==> src/rtl/decode_exec_unit.sv <==
// rtl/decode_exec_unit.sv - RV32 decoder, immediate generator and ALU with registered result
module decode_exec_unit #(
  parameter int XLEN = 32
) (
  input  logic            clk,
  input  logic            rst_n,
  input  logic [31:0]     instr,
  input  logic [XLEN-1:0] rdata1,
  input  logic [XLEN-1:0] rdata2,
  output logic [3:0]      alu_sel,
  output logic            alu_src,
  output logic            mem_wen,
  output logic            reg_wen,
  output logic            branch,
  output logic            illegal,
  output logic [1:0]      imm_src,
  output logic            reg_wdata_src,
  output logic [XLEN-1:0] imm_ext,
  output logic [XLEN-1:0] alu_res,
  output logic            res_is_0,
  output logic [XLEN-1:0] alu_res_q,
  output logic            res_is_0_q
);

  localparam logic [3:0] ALU_ADD  = 4'd0;
  localparam logic [3:0] ALU_SUB  = 4'd1;
  localparam logic [3:0] ALU_AND  = 4'd2;
  localparam logic [3:0] ALU_OR   = 4'd3;
  localparam logic [3:0] ALU_XOR  = 4'd4;
  localparam logic [3:0] ALU_SLT  = 4'd5;
  localparam logic [3:0] ALU_SLTU = 4'd6;
  localparam logic [3:0] ALU_SLL  = 4'd7;
  localparam logic [3:0] ALU_SRL  = 4'd8;
  localparam logic [3:0] ALU_SRA  = 4'd9;

  localparam logic [6:0] OPC_OP     = 7'b0110011;
  localparam logic [6:0] OPC_OP_IMM = 7'b0010011;
  localparam logic [6:0] OPC_LOAD   = 7'b0000011;
  localparam logic [6:0] OPC_STORE  = 7'b0100011;
  localparam logic [6:0] OPC_BRANCH = 7'b1100011;

  logic [6:0] opcode;
  logic [2:0] funct3;
  logic       unused_rs1;
  assign opcode     = instr[6:0];
  assign funct3     = instr[14:12];
  assign unused_rs1 = ^instr[19:15];

  // alt selects SUB for funct3=000 and SRA for funct3=101
  function automatic logic [3:0] f3_to_alu(input logic [2:0] f3, input logic alt);
    case (f3)
      3'b000:  f3_to_alu = alt ? ALU_SUB : ALU_ADD;
      3'b001:  f3_to_alu = ALU_SLL;
      3'b010:  f3_to_alu = ALU_SLT;
      3'b011:  f3_to_alu = ALU_SLTU;
      3'b100:  f3_to_alu = ALU_XOR;
      3'b101:  f3_to_alu = alt ? ALU_SRA : ALU_SRL;
      3'b110:  f3_to_alu = ALU_OR;
      default: f3_to_alu = ALU_AND;
    endcase
  endfunction

  always_comb begin
    alu_sel       = ALU_ADD;
    alu_src       = 1'b0;
    mem_wen       = 1'b0;
    reg_wen       = 1'b0;
    branch        = 1'b0;
    illegal       = 1'b0;
    imm_src       = 2'b00;
    reg_wdata_src = 1'b0;
    case (opcode)
      OPC_OP: begin
        reg_wen = 1'b1;
        alu_sel = f3_to_alu(funct3, instr[30]);
      end
      OPC_OP_IMM: begin
        reg_wen = 1'b1;
        alu_src = 1'b1;
        alu_sel = f3_to_alu(funct3, (funct3 == 3'b101) && instr[30]);
      end
      OPC_LOAD: begin
        reg_wen       = 1'b1;
        alu_src       = 1'b1;
        reg_wdata_src = 1'b1;
      end
      OPC_STORE: begin
        mem_wen = 1'b1;
        alu_src = 1'b1;
        imm_src = 2'b01;
      end
      OPC_BRANCH: begin
        branch  = 1'b1;
        alu_sel = ALU_SUB;
        imm_src = 2'b10;
      end
      default: illegal = 1'b1;
    endcase
  end

  always_comb begin
    imm_ext = '0;
    if (!illegal) begin
      case (imm_src)
        2'b00:   imm_ext = {{(XLEN-12){instr[31]}}, instr[31:20]};
        2'b01:   imm_ext = {{(XLEN-12){instr[31]}}, instr[31:25], instr[11:7]};
        2'b10:   imm_ext = {{(XLEN-13){instr[31]}}, instr[31], instr[7],
                            instr[30:25], instr[11:8], 1'b0};
        default: imm_ext = '0;
      endcase
    end
  end

  logic [XLEN-1:0] op_b;
  logic [4:0]      shamt;
  assign op_b  = alu_src ? imm_ext : rdata2;
  assign shamt = op_b[4:0];

  always_comb begin
    alu_res = '0;
    case (alu_sel)
      ALU_ADD:  alu_res = rdata1 + op_b;
      ALU_SUB:  alu_res = rdata1 - op_b;
      ALU_AND:  alu_res = rdata1 & op_b;
      ALU_OR:   alu_res = rdata1 | op_b;
      ALU_XOR:  alu_res = rdata1 ^ op_b;
      ALU_SLT:  alu_res = {{(XLEN-1){1'b0}}, $signed(rdata1) < $signed(op_b)};
      ALU_SLTU: alu_res = {{(XLEN-1){1'b0}}, rdata1 < op_b};
      ALU_SLL:  alu_res = rdata1 << shamt;
      ALU_SRL:  alu_res = rdata1 >> shamt;
      ALU_SRA:  alu_res = $signed(rdata1) >>> shamt;
      default:  alu_res = '0;
    endcase
  end

  assign res_is_0 = (alu_res == '0);

  logic [XLEN-1:0] alu_res_d;
  logic            res_is_0_d;
  assign alu_res_d  = alu_res;
  assign res_is_0_d = res_is_0;

  always_ff @(posedge clk) begin
    if (!rst_n) begin
      alu_res_q  <= '0;
      res_is_0_q <= 1'b1;
    end else begin
      alu_res_q  <= alu_res_d;
      res_is_0_q <= res_is_0_d;
    end
  end

endmodule

==> config.mk <==
export PLATFORM = sky130hd
export DESIGN_NAME = decode_exec_unit
export DESIGN_NICKNAME = d
export VERILOG_FILES = /design/src/rtl/decode_exec_unit.sv
export SDC_FILE = /design/constraint.sdc
export NUM_CORES = 1
export LEC_CHECK = 0
export ABC_AREA = 1
export CELL_PAD_IN_SITES_DETAIL_PLACEMENT = 1
export CELL_PAD_IN_SITES_GLOBAL_PLACEMENT = 1
export CORE_AREA = 2 2 214 163
export CTS_CLUSTER_DIAMETER = 200
export DETAILED_ROUTE_END_ITERATION = 16
export DIE_AREA = 0 0 216 165
export PLACE_DENSITY = 0.93
export SLEW_MARGIN = 30
export SYNTH_ARGS = -nofsm -noshare
export SYNTH_HDL_FRONTEND = slang
export SYNTH_SLANG_ARGS = --single-unit
==> constraint.sdc <==
create_clock -name clk -period 5.5 [get_ports clk]
set_clock_uncertainty 0.2 [all_clocks]
set_input_delay 0.55 -clock clk [delete_from_list [all_inputs] [get_ports clk]]
set_output_delay 0.55 -clock clk [all_outputs]
set_load 0.05 [all_outputs]
==> metrics.txt, run 1 <==
Num CTS Buffers=5; kind of endpoint with the least setup slack=primary output; root cell of the clock tree=sky130_fd_sc_hd__clkbuf_16; prevailing post-synth register cell=sky130_fd_sc_hd__dfxtp_1; buffers from clock root to sink, at most=2; cell taking the most area after synthesis=sky130_fd_sc_hd__nand2_1; dpl ws=-0.7613 ns; Distinct cells, synth=53; half-perimeter wire length after placement=roughly 68 mm; Synth Register Bits=33; gr usage total=roughly four fifths; net count of the mapped netlist=~2,500; area share of the largest cell type after synthesis=between 20% and 30%; most instantiated library cell after synthesis=sky130_fd_sc_hd__nand2_1; number of warnings reported in the yosys synthesis log=0; share of synthesized registers carrying an async set or reset=0%; clk sink count=33; DP Cell Count=3,229; Last stage=global routing (5_1_grt); number of placed I/O pins=about 210; initial core utilization=approximately 36%; run status=aborted with a tool error; final worst endpoint reported by repair_timing after global routing=res_is_0; main area contributors after synthesis=sky130_fd_sc_hd__nand2_1 (21%), sky130_fd_sc_hd__nand3_1 (20%), sky130_fd_sc_hd__ha_1 (10%); Avg Synthesized Cell Area=slightly above 5 µm²; share of synthesized area occupied by flip-flops and latches=roughly 5.5%; H-tree levels=2; list of most frequent post-synthesis cells=sky130_fd_sc_hd__nand2_1 (657), sky130_fd_sc_hd__nand3_1 (483), sky130_fd_sc_hd__inv_1 (261); final weighted congestion of routability-driven global placement=between 1 and 1.5; synthesized area=roughly 12,000 µm²; die height=~170 µm; die boundary width=approximately 220 µm; error text reported by the tool=[ERROR GRT-0232] Routing congestion too high. Check the congestion heatmap in the GUI.; largest net degree at the start of global routing=72; number of instances in the synthesized netlist=2,333; std cell rows=58; IO buf count=about 200; gr ovfl total=about 160; number of synthesized flops with an enable pin=0
stage by stage:
step                      setup TNS [ns]  hold WS (ns)  area (µm²)
after floorplan                        0        0.4188       12000
after global placement           -0.4535         1.090       16790
after detailed placement          -5.562         1.120       16790
after CTS                        -0.2546        0.8466       18390
metal layers:
metal | GRT overflow | track usage, %
met1 | 1 | 77.35
met2 | 82 | 94.40
met3 | 4 | 69.48
met4 | 75 | 82.53
met5 | 1 | 49.03
cells by family after synthesis:
| logic type | count (synthesis) | share of synthesized area, % |
|---|---|---|
| AND/OR/NAND/NOR | 1518 | 55.77 |
| flip-flops | 33 | 5.532 |
| buffers and inverters | 399 | 14.54 |
| adder cells (fa/ha/maj) | 102 | 10.81 |
| XOR/XNOR | 6 | 0.4401 |
| AO/OA/AOI/OAI | 275 | 12.90 |
timing repair:
action | 4_1_cts
hold buffers | 0
gates cloned | 3
setup endpoints to repair | 27
setup buffers | 48
resized for setup | 315
pin swaps | 74
==> run 2: changes to the inputs <==
Settings changed: CELL_PAD_IN_SITES_DETAIL_PLACEMENT 1 to not set, CELL_PAD_IN_SITES_GLOBAL_PLACEMENT 1 to not set, CORE_AREA 2 2 214 163 to 2 2 176 178, CTS_CLUSTER_DIAMETER 200 to not set, DIE_AREA 0 0 216 165 to 0 0 178 180, PLACE_DENSITY 0.93 to not set, PLACE_DENSITY_LB_ADDON set to 0.15.
==> run 2 against run 1 <==
  * The run now ends clean
  * Synthesized cell count stayed put
  * Area after synthesis unchanged
==> metrics.txt, run 2 <==
Worst Setup End Kind=output port; via count of the first global-routing pass=roughly 17,000; most common cell after layout, fill and taps aside=sky130_fd_sc_hd__nand2_1; PnR Total Power=between 0.003 and 0.004 W; max-capacitance violation count=0; cell class contributing the biggest share of worst-path delay=simple AND/OR/NAND/NOR gates; detailed-route DRC error count=0; main area contributors after synthesis=sky130_fd_sc_hd__nand2_1 (21%), sky130_fd_sc_hd__nand3_1 (20%), sky130_fd_sc_hd__ha_1 (10%); Reg clk slew, reported paths=0.05 ns; average vias per placed instance=approximately 5.7; CTS tree=built; Worst Hold Slack=between 0.7 and 0.8 ns; dpl ws=-0.5030 ns (+0.2584 ns); half-perimeter wire length after placement=54.31 mm (-20%); worst min-delay path class=in2reg; Num CTS Buffers=5 (unchanged); number of placed I/O pins=208 (unchanged); Reg with most FFs=alu_res_q; global-route wire length before repair=approximately 98 mm; ratio of total power to cell area=roughly 170 nW/µm²; number of instances in the synthesized netlist=2,333 (unchanged); synthesized area=11,940 µm² (unchanged); flip-flop count of the largest register, all copies and words added=32; Routed WL per cell=roughly 21 µm; total negative setup slack=0 ns; area delta synth->final=56.01%; Fin. Hold Viols=0; terminating pin of the worst hold path=res_is_0_q; WS Path Type=in2out; source of the worst hold timing path=rst_n; share of synthesized registers carrying an async set or reset=0% (unchanged); Avg Synthesized Cell Area=5.118 µm² (unchanged); most instantiated library cell after synthesis=sky130_fd_sc_hd__nand2_1; H-tree levels=2 (unchanged); Synth Register Bits=33 (unchanged); run status=finished clean; die height=180 µm (+9.1%); # diodes=0; number of buffers inserted for hold repair after clock tree synthesis=0 (unchanged); gr ovfl total=0; prevailing post-synth register cell=sky130_fd_sc_hd__dfxtp_1; final critical-path setup slack=0.1322 ns; gr usage total=around two fifths; layout filler cell count=~3,000; largest net degree at the start of global routing=72; final count of negative-setup-slack endpoints=0; cell taking the most area after synthesis=sky130_fd_sc_hd__nand2_1; required time of the worst setup path=~4.8 ns; root cell of the clock tree=sky130_fd_sc_hd__clkbuf_16; maximum cell stage delay along the critical path=between 0.2 and 0.3 ns; hold depth=2; Regs by FF count=alu_res_q (32), res_is_0_q (1); Std-Cell Core Area=30,190 µm²; initial core utilization=39.56% (+3.8 points); headroom to the max-slew limit=44.92%; number of synthesized flops with an enable pin=0 (unchanged); Distinct cells, synth=53 (unchanged); list of most frequent post-synthesis cells=sky130_fd_sc_hd__nand2_1 (657), sky130_fd_sc_hd__nand3_1 (483), sky130_fd_sc_hd__inv_1 (261); ratio of cells with drive above 1 in the final layout=a little over a quarter; area of the die=approximately 32,000 µm²; Worst EP arrival=4.62 ns; Nets=approximately 3,000; net count of the mapped netlist=2,533 (unchanged); first drt pass iteration count=6; buffers from clock root to sink, at most=2 (unchanged); cell leakage power=just under 10 nW; Initial DRC Count=1,894; final slew viol count=0; post-detailed-route count of antenna-violating nets=0; area share of the largest cell type after synthesis=20.65% (unchanged); final weighted congestion of routability-driven global placement=1.045 (-8.2%); CP max stage cell=sky130_fd_sc_hd__or2_4; share of synthesized area occupied by flip-flops and latches=5.532% (unchanged); post-route clock period utilization=between 90% and 100%; critical path fanouts, max=5; Max IR drop VDD=0.0001463 V; leading cell types in the layout, fill and taps excluded=sky130_fd_sc_hd__nand2_1 (629), sky130_fd_sc_hd__nand3_1 (464), sky130_fd_sc_hd__buf_4 (437), sky130_fd_sc_hd__inv_1 (246), sky130_fd_sc_hd__nor2_1 (207); wire length after detailed routing=approximately 68 mm; number of warnings reported in the yosys synthesis log=0 (unchanged); buffers plus inverters on the worst setup path=9; std cell rows=64 (+10%); via count=18,440; Startpoint Class=input pin; actual slew at the worst max-slew pin=~0.83 ns; minimum period implied by the final worst setup slack=5.368 ns; die boundary width=178 µm (-18%); IO buf count=202 (unchanged); top achievable clock speed=0.1863 GHz; clk sink count=33 (unchanged); cell seen most often among critical-path stages=sky130_fd_sc_hd__nand3_1; antenna violations before repair=1
run 2: cell counts after synthesis:
No cell type changed its count.
run 2: cell type report:
type | instances | area, µm² | share of cell area (%)
multi-input cells | 1901 | 10700 | 57.43
repair buffers | 637 | 5520 | 29.63
inverters | 281 | 1082 | 5.809
flip-flops and latches | 33 | 660.6 | 3.546
well taps | 396 | 495.5 | 2.659
clock buffers | 7 | 142.6 | 0.7656
clock inverters | 1 | 30.03 | 0.1612
run 2: cells by family after synthesis:
logic type / share of synthesized area [%]
flops: 5.532
simple gates: 55.77
compound gates: 12.90
fa+ha+maj: 10.81
buf+inv: 14.54
xor+xnor: 0.4401
run 2: worst max-delay path by stage:
stage,cells past startpoint,start,end,slack [ns]
after floorplan,30,instr[1],res_is_0,0.06
after global placement,29,instr[4],res_is_0,-0.46
after CTS,32,instr[5],res_is_0,-0.22
after global routing,35,instr[2],res_is_0,-0.06
after detailed placement,29,instr[5],res_is_0,-0.50
final,29,instr[2],res_is_0,0.13
run 2: power by group:
group	total (W)	leakage (nW)	switching (W)	internal, W
Clock	0.000322	0.0841	0.0000957	0.000226
Combinational	0.00250	9.29	0.00150	0.00100
Sequential	0.000280	0.275	0.00000836	0.000271
run 2: metal layers:
layer / track usage (%) / share of wire, % / vias to the layer above
met5: 0 / 0 / -
met4: 20.56 / 6.7 / 0
met1: 49.17 / 38 / 8530
met3: 7.530 / 9.7 / 224
li1: - / - / 8668
met2: 65.89 / 45 / 1018
run 2: metrics by stage:
stage	std cells	util, %	cell area (µm²)
detailed placement	3209	56.12	16940
global placement	3209	56.10	16940
CTS	3226	57.49	17360
finish	3256	61.71	18630
floorplan	2333	-	12000
global route	3256	61.71	18630
run 2: repair_timing:
action	CTS	global route
cloned	0	2
endpoints found under the setup margin	11	29
buffers inserted	9	28
gates resized for setup	70	280
pin swaps	20	73
(Power assumes the default switching activity.)
